===== config.mk =====
export PLATFORM = sky130hd
export DESIGN_NAME = itim_refill_ctrl
export DESIGN_NICKNAME = d
export VERILOG_FILES = /design/src/rtl/itim_refill_ctrl.sv
export SDC_FILE = /design/constraint.sdc
export NUM_CORES = 1
export LEC_CHECK = 0
export CAP_MARGIN = 20
export CORE_ASPECT_RATIO = 1.4
export CORE_MARGIN = 4
export CORE_UTILIZATION = 40
export DETAILED_ROUTE_END_ITERATION = 10
export GPL_TIMING_DRIVEN = 0
export PLACE_DENSITY = 0.73
export SYNTH_ARGS = -nofsm -noshare
export SYNTH_HDL_FRONTEND = slang
export SYNTH_SLANG_ARGS = --single-unit

===== constraint.sdc =====
create_clock -name clk -period 4.8 [get_ports clk]
set_clock_uncertainty 0.1 [all_clocks]
set_input_delay 0.96 -clock clk [delete_from_list [all_inputs] [get_ports clk]]
set_output_delay 0.96 -clock clk [all_outputs]
set_load 0.01 [all_outputs]

===== src/rtl/itim_refill_ctrl.sv =====
// ITIM refill/fence sequencer: fills one line from imem on a miss, or invalidates all unlocked sets on a fence.
// Latency: refill = 2**itim_width accepted words + 1 write cycle; fence = 2**itim_depth + 1 cycles after the request.
// Backpressure: mem_ready low stalls the refill with mem_addr held; requests arriving while busy wait until IDLE.
module itim_refill_ctrl #(
  parameter int itim_depth = 4,
  parameter int itim_width = 2,
  localparam int T = 30 - (itim_depth + itim_width),
  localparam int L = (2 ** itim_width) * 32
) (
  input  logic                  clk,
  input  logic                  rst,
  input  logic                  miss_valid,
  input  logic [31:0]           miss_addr,
  input  logic                  fence_valid,
  output logic                  busy,
  output logic                  done,
  output logic [31:0]           miss_rdata,
  output logic                  mem_valid,
  output logic [31:0]           mem_addr,
  input  logic                  mem_ready,
  input  logic [31:0]           mem_rdata,
  output logic                  tag_wen,
  output logic [itim_depth-1:0] tag_waddr,
  output logic [T-1:0]          tag_wdata,
  output logic                  data_wen,
  output logic [itim_depth-1:0] data_waddr,
  output logic [L-1:0]          data_wdata,
  output logic                  valid_wen,
  output logic [itim_depth-1:0] valid_waddr,
  output logic                  valid_wdata,
  output logic [itim_depth-1:0] lock_raddr,
  input  logic                  lock_rdata
);

  typedef enum logic [1:0] {IDLE, REFILL, WRITE, FENCE} state_t;

  state_t                  state, state_n;
  logic [T-1:0]            tag_q;
  logic [itim_depth-1:0]   did_q;
  logic [itim_width-1:0]   wid_q;
  logic [29-itim_width:0]  base_q;
  logic [itim_width-1:0]   word_cnt;
  // One extra bit: the walk needs one more cycle than there are sets to retire the last lock read.
  logic [itim_depth:0]     set_cnt;
  logic [L-1:0]            line_buf;

  // Byte offset never matters for a word-granular refill.
  logic unused_byte_off;
  assign unused_byte_off = ^miss_addr[1:0];

  // State register; reset aborts any refill or fence in progress.
  always_ff @(posedge clk) begin
    if (!rst) state <= IDLE;
    else      state <= state_n;
  end

  // Request capture, word/set counters and the line buffer.
  always_ff @(posedge clk) begin
    if (!rst) begin
      tag_q    <= '0;
      did_q    <= '0;
      wid_q    <= '0;
      base_q   <= '0;
      word_cnt <= '0;
      set_cnt  <= '0;
      line_buf <= '0;
    end else begin
      case (state)
        IDLE: begin
          if (fence_valid) begin
            set_cnt <= '0;
          end else if (miss_valid) begin
            tag_q    <= miss_addr[31:itim_depth+itim_width+2];
            did_q    <= miss_addr[itim_depth+itim_width+1:itim_width+2];
            wid_q    <= miss_addr[itim_width+1:2];
            base_q   <= miss_addr[31:itim_width+2];
            word_cnt <= '0;
          end
        end
        REFILL: begin
          if (mem_ready) begin
            line_buf[word_cnt*32 +: 32] <= mem_rdata;
            word_cnt                    <= word_cnt + 1'b1;
          end
        end
        FENCE: set_cnt <= set_cnt + 1'b1;
        default: ;
      endcase
    end
  end

  // Next state and all outputs; everything idles at zero outside its own state.
  always_comb begin
    state_n     = state;
    busy        = (state != IDLE);
    done        = 1'b0;
    miss_rdata  = '0;
    mem_valid   = 1'b0;
    mem_addr    = '0;
    tag_wen     = 1'b0;
    tag_waddr   = '0;
    tag_wdata   = '0;
    data_wen    = 1'b0;
    data_waddr  = '0;
    data_wdata  = '0;
    valid_wen   = 1'b0;
    valid_waddr = '0;
    valid_wdata = 1'b0;
    lock_raddr  = '0;
    case (state)
      IDLE: begin
        if (fence_valid)     state_n = FENCE;
        else if (miss_valid) state_n = REFILL;
      end
      REFILL: begin
        mem_valid = 1'b1;
        mem_addr  = {base_q, word_cnt, 2'b00};
        if (mem_ready && (word_cnt == {itim_width{1'b1}})) state_n = WRITE;
      end
      WRITE: begin
        tag_wen     = 1'b1;
        tag_waddr   = did_q;
        tag_wdata   = tag_q;
        data_wen    = 1'b1;
        data_waddr  = did_q;
        data_wdata  = line_buf;
        valid_wen   = 1'b1;
        valid_waddr = did_q;
        valid_wdata = 1'b1;
        done        = 1'b1;
        miss_rdata  = line_buf[wid_q*32 +: 32];
        state_n     = IDLE;
      end
      FENCE: begin
        // Read lock for set k this cycle, clear set k-1 using the lock bit read last cycle.
        lock_raddr = set_cnt[itim_depth-1:0];
        if (set_cnt != '0) begin
          valid_waddr = set_cnt[itim_depth-1:0] - 1'b1;
          valid_wen   = !lock_rdata;
        end
        if (set_cnt[itim_depth]) begin
          done    = 1'b1;
          state_n = IDLE;
        end
      end
      default: state_n = IDLE;
    endcase
  end

endmodule

==> results.txt, run 1 <==
- Largest fanout on the critical path: 10
* Final worst path period share: 82.8%
- Summed over all nets, the switching power comes to 857 uW.
- Averaged over all synthesized cells, the footprint is 8.37 um2.
- In this run, synthesis produced a sequential element count of 167.
* Max-capacitance violation count: 0
- Pin placement for this block handled 309 I/O pins.
- Walking the worst path, the cells encountered are nor2b_1 > buf_2 > buf_2 > clkbuf_1 > and2_1 > buf_4 > clkdlybuf4s50_1.
- Weighted congestion reported at the end of routability-driven placement: 0.866
* Pin count of the biggest net entering global routing: 17
- After synthesis the cells add up to 9120 um2.
- In the synthesized netlist, the number of instances is 1089.
- Largest area contributor in the synthesized netlist: sky130_fd_sc_hd__dfxtp_1
- Via count of the routed design: 9065
- Cell variety after synth: 42
- Headroom to the max-slew limit: 48.0%
- Top cell types by occurrence after synthesis: sky130_fd_sc_hd__and2_1 (219), sky130_fd_sc_hd__nand2_1 (196), sky130_fd_sc_hd__dfxtp_1 (167), sky130_fd_sc_hd__a21boi_1 (140), sky130_fd_sc_hd__nand3_1 (135)
- Maximum cell stage delay along the critical path: 0.52 ns
* Count of synthesis-stage warnings from yosys: 0
- Post-layout min period: 3.98 ns
- The count of nets left with antenna violations once routing finished came out at 0.
* Pre-antenna DRT Iters: 5
- The number of global-route vias before repair was 9236.
- Global routing consumed, over all layers together, 26.6% of the routing resources.
- Data arrives at the worst endpoint at 2.92 ns.
- Of the cells placed in the final design, the portion with a size suffix greater than 1 is 9.55%.
* Fraction of registers with async set or reset after synthesis: 0%
* Result of the run: finished clean
* H-tree Lvls: 4
- Sink count of the clock tree: 167
- STA classifies the critical path startpoint as a register.
- Cell area power density: 246 nW/um2
- Starting DRT DRC Count: 542
- The tree is rooted in a sky130_fd_sc_hd__clkbuf_16.
* Maximum resistive drop on vdd: 0.000245 V
* Core Rows: 65
* Internal power of the cells: 2.38 mW
- Data required time at the worst endpoint: 3.74 ns
- Drt via density: 5.25
- In this run, the clock network consumes 43.6% of the power.
* Top area cells in the synthesized netlist: sky130_fd_sc_hd__dfxtp_1 (37%), sky130_fd_sc_hd__and2_1 (15%), sky130_fd_sc_hd__a21boi_1 (12%)
* Footprint of the multi-input gates: 5210 um2
- Remaining Overflow, GRT: 0
- Area delta synth->final: 44.0%
- By startpoint and endpoint, the worst setup path is classified as reg2out.
- The number of slew-limit violations in the final report came to 0.
* Register area share after synthesis: 36.7%
- Worst hold path class: reg2reg
- # DRC: 0
- Setup violations remaining at the end of the flow were counted as 0.
- Net switching is 26.5% of the power.
* Number of filler instances in the final layout: 2079
- Gates resized during post-CTS repair numbered 0.
- Among all cell types in the netlist, the one instantiated most often is sky130_fd_sc_hd__and2_1.
* Wire length of the first global-routing pass: 52.2 mm
- In this run, the combinational gates consume 12.1% of the power.
- The floorplan step set the die width to 136 um.
- Setup repair after global routing left no endpoint under its margin.
* Post-Route WL: 34.0 mm
- Effective utilization at floorplan: 40.5%
* Worst-Margin Slew: 0.780 ns
* Area share of the largest cell type after synthesis: 36.7%
* Detail-routed net length per standard cell: 19.7 um
* Number of port buffers: 302
- Core area: 22500 um2
* DP HPWL: 25.3 mm
* Worst hold margin: 0.359 ns
- Slowest cell on the critical path: sky130_fd_sc_hd__clkdlybuf4s50_1
- Clk pin slew, worst setup/hold paths: 0.07 ns
- Longest Clk Path Bufs: 2
* EDFF count, synth: 0
- NumNets Final: 1489
- The initial antenna violation count came to 2.
- From bottom edge to top edge, the die measures 187 um.
* Library cell appearing most often on the critical path: sky130_fd_sc_hd__buf_2
* CTS buffer count: 17
* Leakage dissipation: 4.66 nW
- After clock tree synthesis, the setup repair step added 0 buffers.
- Endpoint kind of the worst setup timing path: output port
- Primary flip-flop cell chosen by synthesis mapping: sky130_fd_sc_hd__dfxtp_1
* Sequential share of power: 44.3%
- Summing all flip-flop and latch instances after layout gives 3340 um2.
* Post-route setup TNS: 0 ns
- The die covers 25300 um2.
* Delay-heaviest family, CP: buffers and inverters
- CTS hold repair buffers: 0
* Endpoints failing hold: 0
- For the worst-skew pair, the clock arrives at the later sink with an insertion delay of 0.43 ns.
- CTS tree: done
* Max frequency: 252 MHz
* Critical path buffer and inverter count: 5
-- worst register-to-register path, delay by kind of cell, from the launching register on --
kind,cells,cell delay [ns]
fa+ha+maj,1,0.42
simple gates,2,0.55
flops,1,0.55
compound gates,1,0.18
buf+inv,2,0.66
-- power by group through the flow --
stage                     Combinational (mW)  Sequential, mW  Clock, mW
final                                  0.391            1.43       1.41
after global routing                   0.421            1.44       1.48
after CTS                              0.390            1.43       1.42
after detailed placement               0.388            1.47          0
after global placement                 0.385            1.46          0
after floorplan                        0.206            1.46          0
-- flip-flops by register name, summed over array words and instances, names as in the netlist --
name / flops
base_q: 1
did_q: 3
line_buf: 128
set_cnt: 5
state: 2
tag_q: 24
wid_q: 2
word_cnt: 2
-- final cells by class --
| class | count | area share, % |
|---|---|---|
| flip-flops and latches | 167 | 25.5 |
| diodes | 2 | 0.0381 |
| well taps | 301 | 2.87 |
| repair buffers | 302 | 23.0 |
| clock buffers | 18 | 3.34 |
| clock inverters | 14 | 1.27 |
| multi-input cells | 805 | 39.7 |
| inverters | 5 | 0.143 |
| plain buffers | 113 | 4.19 |
-- worst paths after layout --
kind                start      endpoint  slack, ns  depth (start not counted)
max              state[1]  tag_waddr[0]       0.82                          7
max reg2reg   word_cnt[0]  line_buf[73]       2.27                          6
min reg2reg  line_buf[95]  line_buf[95]       0.36                          2
min          line_buf[95]  line_buf[95]       0.36                          2
-- routing by layer --
metal | share of wire, % | global-route usage (%) | up-vias
li1 | - | - | 4285
met1 | 37 | 30.3 | 4312
met2 | 53 | 47.9 | 385
met3 | 6.0 | 4.58 | 83
met4 | 3.8 | 12.0 | 0
met5 | 0 | 0 | -
-- cell usage in the layout, fill, tap and decap left out, types with 4 or more instances in the layout --
master                            synthesis  final
sky130_fd_sc_hd__clkdlybuf4s50_1          0    302
sky130_fd_sc_hd__inv_1                    5      5
sky130_fd_sc_hd__nor2_1                   5      5
sky130_fd_sc_hd__a21boi_1               140    140
sky130_fd_sc_hd__clkbuf_1                48     48
sky130_fd_sc_hd__nand2_1                196    196
sky130_fd_sc_hd__buf_2                   50     50
sky130_fd_sc_hd__nand4b_1                 4      4
sky130_fd_sc_hd__ha_1                     8      8
sky130_fd_sc_hd__inv_6                    0      4
sky130_fd_sc_hd__mux4_2                  32     32
sky130_fd_sc_hd__nand3_1                135    135
sky130_fd_sc_hd__buf_4                   11     11
sky130_fd_sc_hd__a21boi_0                19     19
sky130_fd_sc_hd__dfxtp_1                167    167
sky130_fd_sc_hd__and4b_1                  4      4
sky130_fd_sc_hd__and2_1                 219    219
sky130_fd_sc_hd__clkbuf_16                0     17
-- stage by stage --
stage / area [um2] / power, mW / std cells / util [%] / setup WS [ns]
after detailed placement: 12500 / 1.85 / 1693 / 55.6 / 1.23
final: 13100 / 3.24 / 1727 / 58.3 / 0.825
after floorplan: 9120 / 1.66 / 1090 / - / 2.38
after global routing: 13100 / 3.34 / 1727 / 58.3 / 0.657
after CTS: 13100 / 3.24 / 1725 / 58.3 / 0.775
after global placement: 12500 / 1.85 / 1693 / 55.6 / 1.23
-- cells by family after synthesis --
family | after synthesis | synth area share, %
and+or+nand+nor | 586 | 33.5
AOI/OAI and AO/OA | 172 | 14.0
DFF | 167 | 36.7
buffers and inverters | 118 | 6.24
muxes | 34 | 8.12
adders and majority gates | 8 | 1.10
xor gates and xnor gates | 3 | 0.288
other | 1 | 0.0411
Power figures use the tool's default switching activity.
==> run 2, diff against run 1 <==
==> constraint.sdc (replaced) <==
create_clock -name clk -period 3.9 [get_ports clk]
set_clock_uncertainty 0.1 [all_clocks]
set_input_delay 0.78 -clock clk [delete_from_list [all_inputs] [get_ports clk]]
set_output_delay 0.78 -clock clk [all_outputs]
set_load 0.01 [all_outputs]
==> run 2 against run 1 <==
Die area is the same. Core utilization is essentially flat. Clock-buffer cell count is the same. Critical path type unchanged. Largest cell class unchanged. Register-to-register slack lost 0.91 ns. Setup slack lost 0.66 ns. Sequential power grew 23%. Final area is essentially flat. First-iteration DRC count shrank 2.4%. Non-clock buffer count is the same. Sequential cell count is the same.
==> results.txt, run 2 (same netlist as run 1, synthesis figures left out) <==
* Largest fanout on the critical path: 10 (unchanged)
- The total CTS buffers was 17 (unchanged).
- Worst hold path class: reg2reg (unchanged)
- The reg2reg setup slack was 1.36 ns (was 2.27 ns).
* Pre-antenna DRT Iters: 5 (unchanged)
- Starting DRT DRC Count: 529 (was 542)
* Max-capacitance violation count: 0 (unchanged)
- The kind of start point of the critical path is a register (unchanged).
- The number of slew-limit violations in the final report is 0 (unchanged).
- Reg2reg start: word_cnt[0] (unchanged)
- The end point of the worst hold path was line_buf[95] (unchanged).
- Clock latency on the worst-skew pair: 0.43 ns (about the same)
- Floorplan die height: 187 um (unchanged)
* Delay-heaviest family, CP: buffers and inverters (unchanged)
- The post-detailed-route count of antenna-violating nets was 0 (unchanged).
- Endpoints failing hold: 0 (unchanged)
- The end of the worst register-to-register path was line_buf[73] (unchanged).
- The nature of the critical path endpoint is an output port (unchanged).
- Unrepaired setup endpoints after global routing: no (unchanged)
- Regs by FF count: line_buf: 128 flops, tag_q: 24 flops, set_cnt: 5 flops (unchanged).
- The layout cell share with drive strength beyond 1 came to 9.62% (was 9.55%).
- The number of global-route vias before repair came to 9236 (unchanged).
- Max frequency: 267 MHz
* Longest Clk Path Bufs: 2 (unchanged)
* Pin count of the biggest net entering global routing: 17 (unchanged)
- The delay of the slowest critical-path stage was 0.55 ns (was 0.52 ns).
- The initial antenna violation count came to 2 (unchanged).
- The number of cells on the worst reg-to-reg path came to 6 (unchanged).
- Drt via density: 5.26 (was 5.25)
- The buffer count from post-CTS setup fixing is 0 (unchanged).
- Detail-routed net length per standard cell: 19.7 um (about the same)
* NumNets Final: 1489 (unchanged)
- The flip-flop count of the largest register, all copies and words added is 128 (unchanged).
- The all-layer global routing usage is 26.6% (unchanged).
- Critical path arrival: 2.86 ns (was 2.92 ns)
- Register with the most flip-flops: line_buf (unchanged)
* Clock Tree Root: sky130_fd_sc_hd__clkbuf_16 (unchanged)
* Count of pins on the block boundary: 309 (unchanged)
- The leading cell type in the layout, fill and taps excluded was sky130_fd_sc_hd__clkdlybuf4s50_1 (unchanged).
- The number of setup violations in the final report is 0 (unchanged).
- Effective utilization at floorplan: 40.5% (unchanged)
- The peak supply drop came to 0.000300 V (was 0.000245 V).
- The die area came to 25300 um2 (unchanged).
* Clk pin slew, worst setup/hold paths: 0.07 ns (about the same)
- Headroom to the max-slew limit: 48.5% (was 48.0%)
- The critical path launch point is state[1] (unchanged).
- The via count of the routed design came to 9081 (was 9065).
- Commonest non-fill, non-tap cells in the layout: sky130_fd_sc_hd__clkdlybuf4s50_1 (302), sky130_fd_sc_hd__and2_1 (219), sky130_fd_sc_hd__nand2_1 (196) (unchanged).
* Critical path buffer and inverter count: 4 (was 5)
- The power density relative to cell area came to 303 nW/um2 (was 246 nW/um2).
* Placement Setup Slack: 0.512 ns (was 1.23 ns)
* Worst hold margin: 0.357 ns (was 0.359 ns)
- Critical Setup Path Class: reg2out (unchanged)
- Post-Route WL: 33.9 mm (was 34.0 mm)
- The overall die width came to 136 um (unchanged).
* Leakage dissipation: 4.67 nW (was 4.66 nW)
- Number of filler instances in the final layout: 2081 (was 2079)
- The cell repeated most along the worst path was sky130_fd_sc_hd__buf_2 (unchanged).
* Wire length of the first global-routing pass: 52.2 mm (unchanged)
- The count of clock tree sinks was 167 (unchanged).
* Post-layout min period: 3.74 ns
- Data required time at the worst endpoint: 3.02 ns (was 3.74 ns)
* # DRC: 0 (unchanged)
- Post-route setup TNS: 0 ns (unchanged)
- The end-of-flow core utilization was 58.3% (about the same).
- The core box area was 22500 um2 (unchanged).
- Final worst path period share: 95.9%
- Hold path cells: 2 (unchanged)
* Final critical-path setup slack: 0.161 ns (was 0.825 ns)
- Cells along the critical path: nor2b_1 > buf_2 > buf_2 > clkbuf_1 > and2_1 > clkdlybuf4s50_1 (was nor2b_1 > buf_2 > buf_2 > clkbuf_1 > and2_1 > buf_4 > clkdlybuf4s50_1)
* Remaining Overflow, GRT: 0 (unchanged)
- The detailed placement HPWL was 25.3 mm (unchanged).
- Result of the run: finished clean (unchanged)
* Area delta synth->final: 44.0% (about the same)
- Weighted congestion reported at the end of routability-driven placement: 0.866 (unchanged)
* CTS tree: done (unchanged)
* Total power: 3.98 mW (was 3.24 mW)
* Number of port buffers: 302 (unchanged)
- The critical-path cell with the highest stage delay was sky130_fd_sc_hd__clkdlybuf4s50_1 (unchanged).
- Hold path startpoint: line_buf[95] (unchanged)
* Worst-Margin Slew: 0.773 ns (was 0.780 ns)
* Core Rows: 65 (unchanged)
- H-tree Lvls: 4 (unchanged)
==> run 2: cell counts in the layout (fill, tap and decap cells not counted) <==
Identical to the previous run, type by type.
==> run 2: tightest hold or removal path, stage by stage (launching register included) <==
cell	delay (ns)
sky130_fd_sc_hd__dfxtp_1	0.31
sky130_fd_sc_hd__nand2_1	0.05
sky130_fd_sc_hd__a21boi_1	0.05
==> run 2: through the flow <==
| stage | area [um2] | cells |
|---|---|---|
| 3_5_place_dp | 12500 | 1693 |
| 6_report | 13100 | 1727 |
| 4_1_cts | 13100 | 1725 |
| 3_3_place_gp | 12500 | 1693 |
| 2_1_floorplan | 9120 | 1090 |
| 5_1_grt | 13100 | 1727 |
==> run 2: power breakdown <==
| group | internal [mW] | leakage, nW | switching [mW] |
|---|---|---|---|
| logic | 0.211 | 3.02 | 0.271 |
| clock network | 0.979 | 0.296 | 0.753 |
| registers | 1.74 | 1.35 | 0.0277 |
| total | 2.93 | 4.67 | 1.05 |
==> run 2: timing repair <==
action	4_1_cts	5_1_grt
endpoints found under the setup margin	0	1
resized for setup	0	2
hold endpoints to repair	0	0
hold buffers	0	0
==> run 2: layer usage <==
| layer | vias to the layer above | wire (um) | GRT usage, % |
|---|---|---|---|
| met3 | 80 | 2030 | 4.58 |
| met2 | 373 | 18000 | 47.9 |
| met1 | 4343 | 12700 | 30.3 |
| met5 | - | 0 | 0 |
| met4 | 0 | 1240 | 12.0 |
| li1 | 4285 | - | - |
==> run 2: how the worst max path moves through the flow <==
stage | to | slack, ns | cells after the start
floorplan | miss_rdata[10] | 1.66 | 4
global placement | tag_waddr[0] | 0.51 | 7
detailed placement | tag_waddr[0] | 0.51 | 7
CTS | tag_waddr[0] | 0.05 | 7
global route | data_wdata[97] | 0.02 | 6
finish | data_wdata[78] | 0.16 | 6
==> run 2: area by class of cell <==
class                           count  area (um2)  share of cell area [%]
Buffer                            113         552                    4.20
Clock inverter                     14         166                    1.27
Tap cell                          301         377                    2.87
Clock buffer                       18         439                    3.34
Inverter                            5        18.8                   0.143
Multi-Input combinational cell    805        5210                    39.7
Timing Repair Buffer              302        3020                    23.0
Antenna cell                        2        5.00                  0.0381
Sequential cell                   167        3340                    25.5
==> run 3, diff against run 2 <==
--- a/config.mk
+++ b/config.mk
@@ -5,13 +5,15 @@
 export SDC_FILE = /design/constraint.sdc
 export NUM_CORES = 1
 export LEC_CHECK = 0
-export CAP_MARGIN = 20
+export CAP_MARGIN = 0
+export CELL_PAD_IN_SITES_DETAIL_PLACEMENT = 1
+export CELL_PAD_IN_SITES_GLOBAL_PLACEMENT = 1
 export CORE_ASPECT_RATIO = 1.4
 export CORE_MARGIN = 4
-export CORE_UTILIZATION = 40
+export CORE_UTILIZATION = 33
 export DETAILED_ROUTE_END_ITERATION = 10
 export GPL_TIMING_DRIVEN = 0
-export PLACE_DENSITY = 0.73
+export PLACE_DENSITY = 0.81
 export SYNTH_ARGS = -nofsm -noshare
 export SYNTH_HDL_FRONTEND = slang
 export SYNTH_SLANG_ARGS = --single-unit
==> run 3 against run 2 <==
Sequential power about the same. Via count is 1.1% higher. Critical endpoint is now data_wdata[66]. Highest routed layer unchanged. Global-route usage is 1.7 points lower. Total power is 0.64% higher. Non-clock buffer count is 1 lower. Clock power about the same. First-iteration DRC count shrank 27%. Clock-buffer cell count is 1 lower. Combinational power increased by 3%. Final area up 0.59%. Sequential cell count did not move.
==> results.txt, run 3 (same netlist as run 1, synthesis figures left out) <==
- Result of the run: finished clean (unchanged)
* Register-to-register setup slack: 1.25 ns (was 1.36 ns)
- The post-cts resize count is 3 (was 0).
* Slowest cell on the critical path: sky130_fd_sc_hd__clkdlybuf4s50_1 (unchanged)
- The instance count on the critical path was 6 (unchanged).
* Die width: 149 um (was 136 um)
- Starting DRT DRC Count: 387 (was 529)
- The buffer count from post-CTS setup fixing is 0 (unchanged).
- Critical Path Source Type: register (unchanged)
* Delay-heaviest family, CP: buffers and inverters (unchanged)
- The effective utilization at floorplan was 33.7% (was 40.5%).
- The required time reported for the critical path endpoint is 3.02 ns (about the same).
- The count of buffers from port buffering is 302 (unchanged).
- Ratio of cells with drive above 1 in the final layout: 9.84% (was 9.62%)
- Unrepaired setup endpoints after global routing: no (unchanged).
- The clock root buffer was sky130_fd_sc_hd__clkbuf_16 (unchanged).
- Critical path arrival: 2.91 ns (was 2.86 ns)
- The number of vias per cell after detailed routing was 5.13 (was 5.26).
- The fmax came to 264 MHz (was 267 MHz).
- Die area: 30400 um2 (was 25300 um2)
- The die outline height came to 205 um (was 187 um).
- The flip-flop count of the largest register, all copies and words added is 128 (unchanged).
- Critical Setup Path Class: reg2out (unchanged)
- The cell repeated most along the worst path is sky130_fd_sc_hd__buf_2 (unchanged).
* Gr usage total: 24.9% (was 26.6%)
- Wire length of the first global-routing pass: 58.4 mm (was 52.2 mm)
- The worst slew slack as a fraction of its limit was 49.9% (was 48.5%).
- Final worst path period share: 97.2% (was 95.9%)
- The detailed placement HPWL came to 29.0 mm (was 25.3 mm).
- The slew at the pin closest to its max-slew limit is 0.752 ns (was 0.773 ns).
- The floorplan row count was 71 (was 65).
- The clock tree from TritonCTS was done (unchanged).
- Max-capacitance violation count: 0 (unchanged)
- Commonest non-fill, non-tap cells in the layout: sky130_fd_sc_hd__clkdlybuf4s50_1 (302), sky130_fd_sc_hd__and2_1 (219), sky130_fd_sc_hd__nand2_1 (196) (unchanged)
- Leakage dissipation: 4.67 nW (about the same)
* Pin count of the biggest net entering global routing: 19 (was 17)
* Detail-routed net length per standard cell: 21.6 um (was 19.7 um)
- The leading cell type in the layout, fill and taps excluded was sky130_fd_sc_hd__clkdlybuf4s50_1 (unchanged).
* Number of setup violations in the final report: 0 (unchanged)
- H-tree Lvls: 4 (unchanged)
* Critical path buffer and inverter count: 4 (unchanged)
- The register with the most flip-flops was line_buf (unchanged).
- The final critical delay including setup and external delays was 3.79 ns (was 3.74 ns).
- Count of pins on the block boundary: 309 (unchanged)
- Core area: 27100 um2 (was 22500 um2)
- Clock latency on the worst-skew pair: 0.43 ns (about the same)
- The worst hold-check path type is reg2reg (unchanged).
- The initial antenna violation count is 1 (was 2).
* Weighted congestion reported at the end of routability-driven placement: 0.819 (was 0.866)
- The post-detailed-route count of antenna-violating nets is 0 (unchanged).
* Remaining Overflow, GRT: 0 (unchanged)
* CTS buffer count: 17 (unchanged)
- # DRC: 0 (unchanged)
- The number of slew-limit violations in the final report came to 0 (unchanged).
- The setup TNS after final layout is 0 ns (unchanged).
* Largest fanout on the critical path: 10 (unchanged)
* Filler-free cell count of the finished design: 1789 (was 1727)
- Worst setup path startpoint: state[1] (unchanged)
* CTS hold repair buffers: 0 (unchanged)
- The hold violation count in the final report is 0 (unchanged).
* Post-Route WL: 38.7 mm (was 33.9 mm)
- Reg2reg start: word_cnt[0] (unchanged)
- Worst setup path endpoint: data_wdata[66] (was data_wdata[78])
- Cells along the critical path: nor2b_1 > buf_2 > buf_2 > clkbuf_1 > and2_1 > clkdlybuf4s50_1 (unchanged)
* NumNets Final: 1488 (was 1489)
- The register clock-pin slew on the reported worst setup and hold paths is 0.07 ns (about the same).
* Sink count of the clock tree: 167 (unchanged)
- Via count of the first global-routing pass: 9895 (was 9236)
- Maximum cell stage delay along the critical path: 0.56 ns (was 0.55 ns)
- The maximum number of buffers from clock root to sink was 2 (unchanged).
- The placed instance count came to 1757 (was 1693).
* Endpoint kind of the worst setup timing path: output port (unchanged)
- Cell area power density: 303 nW/um2 (about the same)
- Maximum resistive drop on vdd: 0.000276 V (was 0.000300 V)
- Depth of the worst register-to-register path: 6 (unchanged)
* Regs by FF count: line_buf: 128 flops, tag_q: 24 flops, set_cnt: 5 flops (unchanged)
- The first-pass iteration count of the detailed router was 5 (unchanged).
- The end of the worst register-to-register path was line_buf[71] (was line_buf[73]).
* Via count of the routed design: 9181 (was 9081)
- Area delta synth->final: 44.9% (was 44.0%)
==> run 3: final cells by class <==
type,instances,area (um2)
Antenna cell,1,2.50
Tap cell,365,457
Sequential cell,167,3340
Clock inverter,15,180
Timing Repair Buffer,302,3020
Buffer,112,552
Multi-Input combinational cell,805,5210
Fill cell,3209,13900
Inverter,5,18.8
Clock buffer,17,425
==> run 3: through the flow <==
step	util [%]	cell area [um2]	power (mW)	hold slack, ns	setup slack, ns
2_1_floorplan	-	9120	2.05	0.336	1.66
3_3_place_gp	46.5	12600	2.29	0.345	0.420
3_5_place_dp	46.5	12600	2.30	0.358	0.388
4_1_cts	48.8	13200	4.03	0.368	0.0253
5_1_grt	48.8	13200	4.13	0.387	0.0118
6_report	48.8	13200	4.00	0.364	0.108
==> run 3: worst min path at each step <==
stage | slack [ns] | depth (start not counted) | from | endpoint
after floorplan | 0.34 | 2 | line_buf[64] | line_buf[64]
after global placement | 0.34 | 2 | line_buf[61] | line_buf[61]
after detailed placement | 0.36 | 2 | line_buf[39] | line_buf[39]
after CTS | 0.37 | 2 | line_buf[39] | line_buf[39]
after global routing | 0.39 | 2 | did_q[2] | did_q[2]
final | 0.36 | 2 | line_buf[39] | line_buf[39]
==> run 3: routing by layer <==
layer  vias up  wire, um  track usage, %  part of all wire (%)
li1       4284         -               -                     -
met3        60      1700            3.81                   4.4
met5         -         0               0                     0
met2       277     21100            47.4                    55
met1      4560     14700            27.6                    38
met4         0      1160            9.14                   3.0
==> run 3: power by group <==
part | total, mW | leakage [nW] | switching (mW) | internal, mW
Clock | 1.74 | 0.289 | 0.824 | 0.920
Sequential | 1.76 | 1.35 | 0.0284 | 1.74
Combinational | 0.496 | 3.03 | 0.285 | 0.212
==> run 3: worst reg2reg max path: cells and delay by family (launching register included) <==
kind	cells	cell delay (ns)
adder cells (fa/ha/maj)	1	0.41
buffers and inverters	2	0.73
AND/OR/NAND/NOR	2	0.60
AO/OA/AOI/OAI	1	0.16
flip-flops	1	0.56
